$ cat config.mk
export PLATFORM = sky130hd
export DESIGN_NAME = maze_run_sequencer
export DESIGN_NICKNAME = d
export VERILOG_FILES = /design/src/rtl/maze_pkg.sv /design/src/rtl/frame_edge_detect.sv /design/src/rtl/maze_run_sequencer.sv
export SDC_FILE = /design/constraint.sdc
export NUM_CORES = 1
export LEC_CHECK = 0
export CAP_MARGIN = 25
export CORE_MARGIN = 8
export CORE_UTILIZATION = 35
export CTS_BUF_LIST = sky130_fd_sc_hd__clkbuf_8
export CTS_CLUSTER_DIAMETER = 60
export DETAILED_ROUTE_END_ITERATION = 16
export PLACE_DENSITY = 0.67
export SLEW_MARGIN = 20
export SYNTH_ARGS = -nofsm -noshare
export SYNTH_HDL_FRONTEND = slang
export SYNTH_HIERARCHICAL = 1
export SYNTH_SLANG_ARGS = --single-unit
$ cat constraint.sdc
create_clock -name clk -period 2.26 [get_ports clk]
set_input_delay 0.452 -clock clk [delete_from_list [all_inputs] [get_ports clk]]
set_output_delay 0.452 -clock clk [all_outputs]
set_load 0.03 [all_outputs]
$ cat src/rtl/maze_pkg.sv
// Shared definitions for the maze solver: FSM state codes, run-mode codes
// and common datapath widths.
package maze_pkg;

  localparam int unsigned STATE_W         = 3;
  localparam int unsigned MODE_W          = 2;
  localparam int unsigned ROW_W           = 10;
  localparam int unsigned CNT_W           = 10;
  localparam int unsigned HOLD_W          = 8;
  localparam int unsigned END_ROW_DEFAULT = 270;

  typedef enum logic [STATE_W-1:0] {
    ST_IDLE  = 3'd0,
    ST_CALIB = 3'd1,
    ST_RUN   = 3'd2,
    ST_WIN   = 3'd3,
    ST_FAIL  = 3'd4
  } state_e;

  typedef enum logic [MODE_W-1:0] {
    MODE_BYPASS = 2'b00,
    MODE_AUTO   = 2'b01,
    MODE_SINGLE = 2'b10,
    MODE_FREEZE = 2'b11
  } mode_e;

endpackage

$ cat src/rtl/frame_edge_detect.sv
// Frame boundary detector for the video timing stream.
// Ports: clk, rst_n (async active-low), frame_valid (active-frame level);
//        fstart_c / fend_c (raw rising/falling edges, combinational),
//        fend_valid_c (falling edge of a frame whose start was observed).
module frame_edge_detect (
  input  logic clk,
  input  logic rst_n,
  input  logic frame_valid,
  output logic fstart_c,
  output logic fend_c,
  output logic fend_valid_c
);

  logic frame_valid_z;
  logic in_frame;
  logic armed;

  assign fstart_c     = ~frame_valid_z & frame_valid;
  assign fend_c       = frame_valid_z & ~frame_valid;
  assign fend_valid_c = fend_c & in_frame;

  // armed is set once frame_valid has been seen low after reset: the zero
  // reset value of frame_valid_z would otherwise fake a start edge when
  // reset releases in the middle of a frame.
  always_ff @(posedge clk or negedge rst_n) begin
    if (!rst_n) begin
      frame_valid_z <= 1'b0;
      in_frame      <= 1'b0;
      armed         <= 1'b0;
    end else begin
      frame_valid_z <= frame_valid;
      armed         <= armed | ~frame_valid;
      if (fstart_c && armed) begin
        in_frame <= 1'b1;
      end else if (fend_c) begin
        in_frame <= 1'b0;
      end
    end
  end

endmodule

$ cat src/rtl/maze_run_sequencer.sv
// Run controller for the video-stream maze solver. Steps the solver through
// IDLE -> CALIB -> RUN -> WIN/FAIL, deciding everything once per completed
// frame and issuing one-cycle step/clear strobes one clock after the frame end.
// Ports: clk, reset (async active-low), mode, video_frame_valid, step_req,
//        cal_ok, pose_row, pose_lost, dead_end;
//        state, calib_en, run_en, step_pulse, solver_clear, show_win,
//        show_fail, step_cnt, frame_cnt (all registered).
module maze_run_sequencer
  import maze_pkg::*;
#(
  parameter int unsigned STEP_DIV_LOG2 = 2,
  parameter int unsigned HOLD_FRAMES   = 250,
  parameter int unsigned CALIB_MAX     = 8,
  parameter int unsigned MAX_STEPS     = 1000,
  parameter int unsigned END_ROW       = END_ROW_DEFAULT
) (
  input  logic               clk,
  input  logic               reset,
  input  logic [MODE_W-1:0]  mode,
  input  logic               video_frame_valid,
  input  logic               step_req,
  input  logic               cal_ok,
  input  logic [ROW_W-1:0]   pose_row,
  input  logic               pose_lost,
  input  logic               dead_end,
  output logic [STATE_W-1:0] state,
  output logic               calib_en,
  output logic               run_en,
  output logic               step_pulse,
  output logic               solver_clear,
  output logic               show_win,
  output logic               show_fail,
  output logic [CNT_W-1:0]   step_cnt,
  output logic [CNT_W-1:0]   frame_cnt
);

  localparam int unsigned CAL_W = $clog2(CALIB_MAX + 1);
  localparam logic [CNT_W-1:0] STEP_MASK = CNT_W'((1 << STEP_DIV_LOG2) - 1);

  state_e             state_q, state_d;
  logic [CAL_W-1:0]   cal_q, cal_d;
  logic [HOLD_W-1:0]  hold_q, hold_d;
  logic [CNT_W-1:0]   step_cnt_d, frame_cnt_d;
  logic               lost_f, dead_f, req_f;
  logic               lost_d, dead_d, req_d;
  logic               lost_now, dead_now, req_now;
  logic               do_step, do_clear;
  logic               step_pulse_d, solver_clear_d;
  logic               calib_en_d, run_en_d, show_win_d, show_fail_d;
  logic               fstart, fend, fend_valid;
  logic               unused_edges;

  frame_edge_detect u_edge (
    .clk          (clk),
    .rst_n        (reset),
    .frame_valid  (video_frame_valid),
    .fstart_c     (fstart),
    .fend_c       (fend),
    .fend_valid_c (fend_valid)
  );

  assign unused_edges = &{1'b0, fstart, fend};
  assign state        = state_q;

  // Events in the fend cycle itself still belong to the ending frame.
  assign lost_now = lost_f | pose_lost;
  assign dead_now = dead_f | dead_end;
  assign req_now  = req_f | step_req;

  // State and all registered outputs.
  always_ff @(posedge clk or negedge reset) begin
    if (!reset) begin
      state_q      <= ST_IDLE;
      cal_q        <= '0;
      hold_q       <= '0;
      step_cnt     <= '0;
      frame_cnt    <= '0;
      lost_f       <= 1'b0;
      dead_f       <= 1'b0;
      req_f        <= 1'b0;
      step_pulse   <= 1'b0;
      solver_clear <= 1'b0;
      calib_en     <= 1'b0;
      run_en       <= 1'b0;
      show_win     <= 1'b0;
      show_fail    <= 1'b0;
    end else begin
      state_q      <= state_d;
      cal_q        <= cal_d;
      hold_q       <= hold_d;
      step_cnt     <= step_cnt_d;
      frame_cnt    <= frame_cnt_d;
      lost_f       <= lost_d;
      dead_f       <= dead_d;
      req_f        <= req_d;
      step_pulse   <= step_pulse_d;
      solver_clear <= solver_clear_d;
      calib_en     <= calib_en_d;
      run_en       <= run_en_d;
      show_win     <= show_win_d;
      show_fail    <= show_fail_d;
    end
  end

  // Per-frame scheduling decision, evaluated only on a qualified frame end.
  always_comb begin
    state_d     = state_q;
    cal_d       = cal_q;
    hold_d      = hold_q;
    step_cnt_d  = step_cnt;
    frame_cnt_d = frame_cnt;
    do_step     = 1'b0;
    do_clear    = 1'b0;
    if (fend_valid) begin
      frame_cnt_d = frame_cnt + CNT_W'(1);
      if (mode == MODE_BYPASS) begin
        state_d = ST_IDLE;
      end else begin
        unique case (state_q)
          ST_IDLE: begin
            state_d    = ST_CALIB;
            do_clear   = 1'b1;
            cal_d      = '0;
            step_cnt_d = '0;
          end
          ST_CALIB: begin
            if (cal_ok) begin
              state_d    = ST_RUN;
              step_cnt_d = '0;
            end else begin
              cal_d = cal_q + CAL_W'(1);
              if (cal_d == CAL_W'(CALIB_MAX)) begin
                state_d = ST_FAIL;
                hold_d  = '0;
              end
            end
          end
          ST_RUN: begin
            if (lost_now) begin
              state_d  = ST_CALIB;
              do_clear = 1'b1;
              cal_d    = '0;
            end else if (pose_row > ROW_W'(END_ROW)) begin
              state_d = ST_WIN;
              hold_d  = '0;
            end else if (dead_now || step_cnt == CNT_W'(MAX_STEPS)) begin
              state_d = ST_FAIL;
              hold_d  = '0;
            end else begin
              // Auto mode tests the frame counter before this frame's increment.
              unique case (mode)
                MODE_AUTO:   do_step = ((frame_cnt & STEP_MASK) == '0);
                MODE_SINGLE: do_step = req_now;
                default:     do_step = 1'b0;
              endcase
              if (do_step && step_cnt != '1) begin
                step_cnt_d = step_cnt + CNT_W'(1);
              end
            end
          end
          ST_WIN, ST_FAIL: begin
            hold_d = hold_q + HOLD_W'(1);
            if (hold_d == HOLD_W'(HOLD_FRAMES)) begin
              state_d  = ST_CALIB;
              do_clear = 1'b1;
              hold_d   = '0;
              cal_d    = '0;
            end
          end
          default: state_d = ST_IDLE;
        endcase
      end
    end
  end

  // Strobes, status flags and sticky event latches for the next cycle.
  always_comb begin
    step_pulse_d   = do_step;
    solver_clear_d = do_clear;
    calib_en_d     = (state_d == ST_CALIB);
    run_en_d       = (state_d == ST_RUN);
    show_win_d     = (state_d == ST_WIN);
    show_fail_d    = (state_d == ST_FAIL);
    lost_d         = fend_valid ? 1'b0 : lost_now;
    dead_d         = fend_valid ? 1'b0 : dead_now;
    req_d          = (fend_valid || (state_q == ST_RUN && state_d != ST_RUN)) ? 1'b0 : req_now;
  end

endmodule

==> run summary <==
synth warn = 6
GR Util All Layers = 12.2%
Clock power frac = 28.4%
H-tree depth = 2
final setup margin = 86.0 ps
cts bufs inserted = 5
CORE AREA = 7730 um2
Worst path max stage delay = 470 ps
Crit Path Class = in2reg
Routed wire per std cell = 14.6 um
clk_lat worst skew = 310 ps
Pint = 1.51 mW
combinational power share = 25.1%
IO Count = 48
final WL = 6920 um
cell count after synthesis = 286
antenna cell count = 0
# clock sinks = 47
CTS tree = done
die area = 11,100 um2
maxcap violations = 0
CP Max Fanout = 6
Cell Rows = 32
Final Hold Violating Endpoints = 0
PortBufs = 47
final setup fails = 0
final core occ = 50.0%
fmax = 0.460 GHz
Worst-Margin Slew = 584 ps
gpl congestion = 0.804
Fin Clk Skew = 13.2 ps
Netlist Area Pre-Place = 2800 um2
number of global-route vias before repair = 2,414
startpoint types = primary input
DRC viols = 0
Setup WS pre-CTS = -466 ps
Peak VDD IR = 0.000302 V
sequential share of power = 46.5%
Slew HR = 61.1%
required time of the worst setup path = 2490 ps
Critical Path AT = 2410 ps
P_sw = 0.736 mW
post-route ant nets = 0
Vias = 2,518
RSZ-0062 raised after global routing = false
Hold Buf Count CTS = 0
status = complete, no violations
Sw Ratio = 32.8%
area delta synth->final = 38.0%
Design Area, Final = 3860 um2
fin crit share = 96.2%
LEAKAGE = 1.58 nW
Max Buffers Root-to-Sink = 2
die width = 105 um
Starting Density = 36.2%
first-pass GRT wire length = 11,500 um
crit-path cells = clkdlybuf4s50_1 > nor2b_2 > and2_4 > nand2b_4 > nor4_4 > nand4_2 > buf_6 > or4_1 > a21oi_1
Worst R2R Start = step_cnt[0]
slowest CP cell = or4_1
drt initial violations = 80
DP Area = 3630 um2
layout cells sized above 1 = 21.8%
clk slew on worst S/H paths = 100 ps
post-layout net count = 400
Die Ht = 105 um
max-slew violation count = 0
power per cell area = 582 nW/um2
Worst Setup SP = video_frame_valid
CP Capture Type = flop
via/cell ratio = 5.31
net count after synthesis = 315
post-layout min period = 2170 ps
Pre-Repair DR Iteration Count = 4
largest net degree at the start of global routing = 48
Worst Hold Class = in2async
post-synthesis area per instance = 9.78 um2
initial antenna violation count = 0
grt total ovfl = 0
Final HPWL DP = 5260 um
Clock Root Buffer = clkbuf_8
## cell type report
type	count	area, um2
timing repair buffer	87	772
sequential	47	1180
clock inverter	3	47.5
tap	102	128
multi-input combinational	218	1620
clock buffer	5	68.8
inverter	12	45.0
fill	710	3870
## power groups by stage
stage / registers, mW / clock network [mW] / logic [mW]
finish: 1.04 / 0.637 / 0.564
global route: 1.06 / 0.694 / 0.619
CTS: 1.04 / 0.655 / 0.558
detailed placement: 1.06 / 0 / 0.555
global placement: 1.06 / 0 / 0.551
floorplan: 1.13 / 0 / 0.215
## layer usage
metal	global-route usage (%)	share of wire (%)	wire length, um
met1	15.7	47	3250
met3	2.92	5.7	394
met4	3.16	1.0	70
met2	20.1	46	3200
met5	0	0	0
## repair_timing
action                     CTS  global route
pin swaps                    9            10
resized for setup            7            18
setup endpoints to repair   13            15
setup buffers                1             0
gates cloned                 0             1
## cell usage in the layout, fill, tap and decap left out, types with 4 or more instances in the layout
master	count
dfrtp_1	45
clkdlybuf4s50_1	41
buf_4	37
nand2_1	27
nor2_1	17
xnor2_1	11
inv_1	10
nand3_1	9
a21oi_1	9
o21ai_0	9
ha_1	9
and3_1	8
nand4_1	8
a22o_1	6
o31ai_1	6
nor4_1	5
o211ai_1	5
mux2i_1	5
clkbuf_8	5
nor2b_1	4
or4_1	4
## flip-flops by register name, indices dropped and copies added (netlist names), 3 cells and up
signal	count
cal_q	4
hold_q	8
state	3
step_cnt	10
frame_cnt	10
## per-stage QoR
step / setup TNS [ps] / hold WS, ps / instances / power [mW]
2_1_floorplan: 0 / 156 / 286 / 1.34
3_3_place_gp: -7310 / 429 / 464 / 1.61
3_5_place_dp: -8100 / 454 / 464 / 1.61
4_1_cts: 0 / 247 / 473 / 2.25
5_1_grt: 0 / 276 / 474 / 2.38
6_report: 0 / 228 / 474 / 2.25
## final timing paths
check / to / slack, ps / cells past startpoint
setup / recovery: step_cnt[6] / 90 / 9
hold / removal: state[2] / 230 / 2
setup reg to reg: step_cnt[4] / 110 / 7
hold reg to reg: u_edge/in_frame / 450 / 1
max in group asynchronous: step_cnt[0] / 1600 / 2
min in group clk: u_edge/in_frame / 450 / 1
## critical path, delay by kind of cell
kind                   cells  cell delay, ps
buffers and inverters      2             590
AO/OA/AOI/OAI              1             140
AND/OR/NAND/NOR            6            1210
Note: power is estimated with default switching activity, not from simulation.
